--- config.mk ---
export PLATFORM = sky130hd
export DESIGN_NAME = multicycle_controller
export DESIGN_NICKNAME = d
export VERILOG_FILES = /design/src/rtl/multicycle_controller_pkg.sv /design/src/rtl/multicycle_controller_alu_op_decode.sv /design/src/rtl/multicycle_controller.sv
export SDC_FILE = /design/constraint.sdc
export NUM_CORES = 1
export LEC_CHECK = 0
export ABC_AREA = 1
export CAP_MARGIN = 5
export CORE_MARGIN = 1.5
export CORE_UTILIZATION = 51
export CTS_CLUSTER_SIZE = 8
export DETAILED_ROUTE_END_ITERATION = 10
export GPL_TIMING_DRIVEN = 0
export PLACE_DENSITY_LB_ADDON = 0.15
export SLEW_MARGIN = 20
export SYNTH_ARGS = -nofsm -noshare
export SYNTH_HDL_FRONTEND = slang
export SYNTH_SLANG_ARGS = --single-unit
export TNS_END_PERCENT = 30
--- constraint.sdc ---
create_clock -name clk -period 1.95 [get_ports clk]
set_clock_uncertainty 0.05 [all_clocks]
set_input_delay 0.195 -clock clk [delete_from_list [all_inputs] [get_ports clk]]
set_output_delay 0.195 -clock clk [all_outputs]
set_load 0.01 [all_outputs]
--- src/rtl/multicycle_controller_pkg.sv ---
// Shared encodings for the multicycle controller: opcode/funct fields, ALU
// operation codes, FSM states and decoded instruction classes.
package multicycle_controller_pkg;

    localparam logic [5:0] OP_RTYPE = 6'h00;
    localparam logic [5:0] OP_J     = 6'h02;
    localparam logic [5:0] OP_BEQ   = 6'h04;
    localparam logic [5:0] OP_BNE   = 6'h05;
    localparam logic [5:0] OP_ADDI  = 6'h08;
    localparam logic [5:0] OP_ANDI  = 6'h0C;
    localparam logic [5:0] OP_ORI   = 6'h0D;
    localparam logic [5:0] OP_LW    = 6'h23;
    localparam logic [5:0] OP_SW    = 6'h2B;

    localparam logic [5:0] FN_SLL = 6'h00;
    localparam logic [5:0] FN_SRL = 6'h02;
    localparam logic [5:0] FN_ADD = 6'h20;
    localparam logic [5:0] FN_SUB = 6'h22;
    localparam logic [5:0] FN_AND = 6'h24;
    localparam logic [5:0] FN_OR  = 6'h25;
    localparam logic [5:0] FN_XOR = 6'h26;
    localparam logic [5:0] FN_NOR = 6'h27;
    localparam logic [5:0] FN_SLT = 6'h2A;

    localparam logic [3:0] ALU_NOP = 4'b0000;
    localparam logic [3:0] ALU_ADD = 4'b0001;
    localparam logic [3:0] ALU_SUB = 4'b0010;
    localparam logic [3:0] ALU_AND = 4'b0011;
    localparam logic [3:0] ALU_OR  = 4'b0100;
    localparam logic [3:0] ALU_XOR = 4'b0101;
    localparam logic [3:0] ALU_NOR = 4'b0110;
    localparam logic [3:0] ALU_SLT = 4'b0111;
    localparam logic [3:0] ALU_SLL = 4'b1000;
    localparam logic [3:0] ALU_SRL = 4'b1001;

    typedef enum logic [2:0] {
        S_IF,
        S_ID,
        S_EX,
        S_MEM,
        S_WB,
        S_HALT
    } state_e;

    typedef enum logic [2:0] {
        CLS_NONE,
        CLS_RTYPE,
        CLS_IALU,
        CLS_LOAD,
        CLS_STORE,
        CLS_BEQ,
        CLS_BNE,
        CLS_JUMP
    } cls_e;

endpackage

--- src/rtl/multicycle_controller_alu_op_decode.sv ---
// Combinational instruction decode: opcode/funct to ALU operation code,
// instruction class and an illegal flag for unsupported encodings.
module alu_op_decode
    import multicycle_controller_pkg::*;
#(
    parameter int OPC_W   = 6,
    parameter int ALUOP_W = 4
) (
    input  logic [OPC_W-1:0]   opcode_i,
    input  logic [OPC_W-1:0]   funct_i,
    output logic [ALUOP_W-1:0] aluop_o,
    output cls_e               cls_o,
    output logic               illegal_o
);

    always_comb begin
        aluop_o   = '0;
        cls_o     = CLS_NONE;
        illegal_o = 1'b0;
        case (opcode_i)
            OPC_W'(OP_RTYPE): begin
                cls_o = CLS_RTYPE;
                case (funct_i)
                    OPC_W'(FN_ADD): aluop_o = ALUOP_W'(ALU_ADD);
                    OPC_W'(FN_SUB): aluop_o = ALUOP_W'(ALU_SUB);
                    OPC_W'(FN_AND): aluop_o = ALUOP_W'(ALU_AND);
                    OPC_W'(FN_OR):  aluop_o = ALUOP_W'(ALU_OR);
                    OPC_W'(FN_XOR): aluop_o = ALUOP_W'(ALU_XOR);
                    OPC_W'(FN_NOR): aluop_o = ALUOP_W'(ALU_NOR);
                    OPC_W'(FN_SLT): aluop_o = ALUOP_W'(ALU_SLT);
                    OPC_W'(FN_SLL): aluop_o = ALUOP_W'(ALU_SLL);
                    OPC_W'(FN_SRL): aluop_o = ALUOP_W'(ALU_SRL);
                    default: begin
                        cls_o     = CLS_NONE;
                        illegal_o = 1'b1;
                    end
                endcase
            end
            OPC_W'(OP_ADDI): begin
                cls_o   = CLS_IALU;
                aluop_o = ALUOP_W'(ALU_ADD);
            end
            OPC_W'(OP_ANDI): begin
                cls_o   = CLS_IALU;
                aluop_o = ALUOP_W'(ALU_AND);
            end
            OPC_W'(OP_ORI): begin
                cls_o   = CLS_IALU;
                aluop_o = ALUOP_W'(ALU_OR);
            end
            // Loads/stores compute base+offset; branches compare by subtraction.
            OPC_W'(OP_LW): begin
                cls_o   = CLS_LOAD;
                aluop_o = ALUOP_W'(ALU_ADD);
            end
            OPC_W'(OP_SW): begin
                cls_o   = CLS_STORE;
                aluop_o = ALUOP_W'(ALU_ADD);
            end
            OPC_W'(OP_BEQ): begin
                cls_o   = CLS_BEQ;
                aluop_o = ALUOP_W'(ALU_SUB);
            end
            OPC_W'(OP_BNE): begin
                cls_o   = CLS_BNE;
                aluop_o = ALUOP_W'(ALU_SUB);
            end
            OPC_W'(OP_J): begin
                cls_o   = CLS_JUMP;
                aluop_o = ALUOP_W'(ALU_NOP);
            end
            default: illegal_o = 1'b1;
        endcase
    end

endmodule

--- src/rtl/multicycle_controller.sv ---
// Multicycle CPU control FSM (IF/ID/EX/MEM/WB/HALT) producing Moore datapath
// strobes; only the branch pc_write in EX follows the Zero input directly.
module multicycle_controller
    import multicycle_controller_pkg::*;
#(
    parameter int OPC_W   = 6,
    parameter int ALUOP_W = 4
) (
    input  logic               clk,
    input  logic               rst,
    input  logic [OPC_W-1:0]   opcode,
    input  logic [OPC_W-1:0]   funct,
    input  logic               Zero,
    input  logic               mem_ready,
    output logic [ALUOP_W-1:0] ALUOp,
    output logic               pc_write,
    output logic               ir_write,
    output logic               mem_read,
    output logic               mem_write,
    output logic               reg_write,
    output logic               alu_src_imm,
    output logic               reg_dst_rd,
    output logic               mem_to_reg,
    output logic               pc_src_branch,
    output logic               pc_src_jump,
    output logic               illegal
);

    state_e               state_q, state_d;
    cls_e                 cls_q, cls_d;
    logic [ALUOP_W-1:0]   aluop_q, aluop_d;
    logic                 illegal_q, illegal_d;

    logic [ALUOP_W-1:0]   dec_aluop;
    cls_e                 dec_cls;
    logic                 dec_illegal;

    alu_op_decode #(
        .OPC_W   (OPC_W),
        .ALUOP_W (ALUOP_W)
    ) u_dec (
        .opcode_i  (opcode),
        .funct_i   (funct),
        .aluop_o   (dec_aluop),
        .cls_o     (dec_cls),
        .illegal_o (dec_illegal)
    );

    always_ff @(posedge clk or negedge rst) begin
        if (!rst) begin
            state_q   <= S_IF;
            cls_q     <= CLS_NONE;
            aluop_q   <= '0;
            illegal_q <= 1'b0;
        end else begin
            state_q   <= state_d;
            cls_q     <= cls_d;
            aluop_q   <= aluop_d;
            illegal_q <= illegal_d;
        end
    end

    always_comb begin
        state_d       = state_q;
        cls_d         = cls_q;
        aluop_d       = aluop_q;
        illegal_d     = illegal_q;
        ALUOp         = '0;
        pc_write      = 1'b0;
        ir_write      = 1'b0;
        mem_read      = 1'b0;
        mem_write     = 1'b0;
        reg_write     = 1'b0;
        alu_src_imm   = 1'b0;
        reg_dst_rd    = 1'b0;
        mem_to_reg    = 1'b0;
        pc_src_branch = 1'b0;
        pc_src_jump   = 1'b0;
        case (state_q)
            S_IF: begin
                mem_read = 1'b1;
                ALUOp    = ALUOP_W'(ALU_ADD);
                if (mem_ready) begin
                    ir_write = 1'b1;
                    pc_write = 1'b1;
                    state_d  = S_ID;
                end
            end
            S_ID: begin
                cls_d   = dec_cls;
                aluop_d = dec_aluop;
                if (dec_illegal) begin
                    illegal_d = 1'b1;
                    state_d   = S_HALT;
                end else begin
                    state_d = S_EX;
                end
            end
            S_EX: begin
                ALUOp   = aluop_q;
                state_d = S_IF;
                case (cls_q)
                    CLS_RTYPE: state_d = S_WB;
                    CLS_IALU: begin
                        alu_src_imm = 1'b1;
                        state_d     = S_WB;
                    end
                    CLS_LOAD, CLS_STORE: begin
                        alu_src_imm = 1'b1;
                        state_d     = S_MEM;
                    end
                    CLS_BEQ: begin
                        pc_src_branch = 1'b1;
                        pc_write      = Zero;
                    end
                    CLS_BNE: begin
                        pc_src_branch = 1'b1;
                        pc_write      = ~Zero;
                    end
                    CLS_JUMP: begin
                        pc_src_jump = 1'b1;
                        pc_write    = 1'b1;
                    end
                    default: ;
                endcase
            end
            S_MEM: begin
                if (cls_q == CLS_STORE) begin
                    mem_write = 1'b1;
                end else begin
                    mem_read = 1'b1;
                end
                if (mem_ready) begin
                    state_d = (cls_q == CLS_STORE) ? S_IF : S_WB;
                end
            end
            S_WB: begin
                reg_write  = 1'b1;
                reg_dst_rd = (cls_q == CLS_RTYPE);
                mem_to_reg = (cls_q == CLS_LOAD);
                state_d    = S_IF;
            end
            S_HALT: ;
            default: state_d = S_IF;
        endcase
        // Strobes must drop the instant reset asserts, not at the next edge,
        // so an in-flight store never sees a late mem_write.
        if (!rst) begin
            ALUOp         = '0;
            pc_write      = 1'b0;
            ir_write      = 1'b0;
            mem_read      = 1'b0;
            mem_write     = 1'b0;
            reg_write     = 1'b0;
            alu_src_imm   = 1'b0;
            reg_dst_rd    = 1'b0;
            mem_to_reg    = 1'b0;
            pc_src_branch = 1'b0;
            pc_src_jump   = 1'b0;
        end
    end

    assign illegal = illegal_q;

endmodule

==> results.txt <==
syn nets - 195
CP startpoint kind - register
Routed Antenna Nets - 0
Tmin final - 1.97 ns
post-layout util - 74.8%
setup TNS - -0.0251 ns
H-tree depth - 1
CORE AREA - 0.00198 mm2
gate count of the mapped netlist - 179
Layout area overhead - 35.9%
initial antenna violation count - 0
Hold WS - 0.421 ns
drt first pass iters - 4
drt total wl - 2.56 mm
Clock Sink Count - 11
flops & latches, synth - 11
fraction of layout cells with a size suffix above 1 - 19.0%
Starting Density - 55.1%
Fin. Hold Viols - 0
Ports - 31
pin count of the biggest net entering global routing - 12
Die Y - 49.3 um
met1 Track Usage GR - 24.4%
Max Transition Viols Final - 0
Yosys cell types - 24
Buffers on Ports - 30
DPL Wire Length - 2.06 mm
GR Util All Layers - 22.2%
GRT busiest layer - met2
final non-filler cell total - 243
commonest non-fill, non-tap cell in the layout - nand2_1
Seq/Total Area, Yosys - 25.2%
Power Density - 674 mW/mm2
GR Layer Usage met2 - 41.7%
Crit path max-delay family - buffers and inverters
first-pass GRT wire length - 4.24 mm
pre-CTS setup slack - -0.512 ns
LEAKAGE - 0.810 nW
maximum root-to-sink buffer count - 2
WS Path Type - reg -> out
full die area - 0.00243 mm2
Root Driver - clkbuf_4
Setup-failing EPs final - 2
Die Span X - 49.3 um
max_cap viols - 0
Max IR drop VDD - 0.000380 V
CTS tree - yes
Pwr Total - 0.999 mW
vias after detailed routing - 1,227
most frequent cells in the layout - nand2_1, inv_1, nor2_1, clkdlybuf4s50_1, nor2_2
GRT overflow - 0
fmax - 507 MHz
CP max FO - 8
Critical Path RT - 1.70 ns
Design Area, Final - 0.00148 mm2
worst setup margin - -0.0241 ns
row cnt - 16
RSZ-0062 raised after global routing - true
drc violations - 0
failing checks - setup timing
placed inst area - 0.00143 mm2
clock transition at the registers of the reported paths - 0.07 ns
Worst-Skew Late Latency - 0.27 ns
crit path DAT - 1.73 ns
vias in the first global route - 1,101
initial drt markers - 16
drt wl/cell - 10.5 um
Worst Setup End Kind - primary output
final worst-path cycle share - 101%
Netlist Area Pre-Place - 0.00109 mm2
hold crit path type - reg -> reg
Slowest-stage cell, CP - clkdlybuf4s50_1
Buf/Inv on CP - 2
peak per-stage delay on the critical path - 0.53 ns
met3 GRT Util - 1.23%
routability cong. - 0.840
Least-Margin Pin Slew - 0.493 ns
vias per inst - 5.05
Rel. slew slack - 67.0%
crit-path cells - buf_2 > nor3_2 > nand2_1 > nor2_1 > clkdlybuf4s50_1
Num CTS Buffers - 3
Yosys warning total - 0
status - complete, but fails checks
Post-Syn Area per Cell - 6.10 um2
Nets - 233
Cells after DPL - 236
n_diodes - 0
state kept, by name, summed over array words and instances (netlist names):
signal and count:
aluop_q 4, cls_q 3, state_q 3, illegal 1
layout make-up:
class | count | area (um2)
inverter | 37 | 139
timing repair buffer | 33 | 322
buffer | 2 | 10.0
sequential | 11 | 277
multi-input combinational | 129 | 674
tap | 27 | 33.8
fill | 152 | 499
clock inverter | 1 | 5.00
clock buffer | 3 | 22.5
cells in the mapped netlist:
master     n  share of area (%)
nand2_2    4                2.3
nor2_1    20                6.9
buf_2      2               0.92
nand2_1   43                 15
o22ai_1    1               0.57
a21oi_1    6                2.8
inv_2      3                1.0
o21ai_0    9                4.1
nand3_1    8                3.7
o21a_1     1               0.69
nand3b_1   1               0.69
nand3_2    8                7.3
nand4_1    5                2.9
nor3_4     1                1.5
and3_1     2                1.1
inv_1     34                 12
nor2_4     1                1.0
o21ai_1    1               0.46
a32oi_1    1               0.80
nor3_1     3                1.4
nor2_2    11                6.3
nor4_1     2                1.1
dfrtp_1   11                 25
a211oi_1   1               0.69
repair_timing:
item                       in CTS  in global routing
resized for setup              10                  8
hold endpoints to repair       11                  0
hold buffers                    1                  0
setup endpoints to repair      14                  9
buffers inserted                0                  2
where the power goes:
| part | total [mW] | switching, mW | internal, mW |
|---|---|---|---|
| Clock | 0.155 | 0.0790 | 0.0760 |
| Combinational | 0.526 | 0.325 | 0.201 |
| Sequential | 0.318 | 0.0396 | 0.278 |
worst min-delay path, stage by stage, from the launching register on:
cell	delay, ns
dfrtp_1	0.35
inv_1	0.04
nand2_1	0.05
per-layer routing:
metal  up-vias  share of wire (%)  wire length [um]
met3         4                3.6                91
met4         0                1.7                44
met2        34                 52              1330
met5         -                  0                 0
li1        641                  -                 -
met1       548                 43              1100
path summary, 6_finish.rpt:
path | startpoint | to | slack (ns) | depth (start not counted)
max | state_q[1] | mem_to_reg | -0.02 | 5
min | illegal | illegal | 0.42 | 2
max reg2reg | state_q[2] | state_q[0] | 0.47 | 9
min reg2reg | illegal | illegal | 0.42 | 2
max in group asynchronous | rst | state_q[2] | 0.95 | 2
min in group asynchronous | rst | aluop_q[2] | 0.53 | 2
kinds of logic (layout without fill, tap and decap cells):
logic type,Yosys count,in the layout,synth area share (%)
flip-flops,11,11,25.2
AND/OR/NAND/NOR,109,109,51.0
AO/OA/AOI/OAI,20,20,10.1
buffers and inverters,39,76,13.6
(Power assumes the default switching activity.)
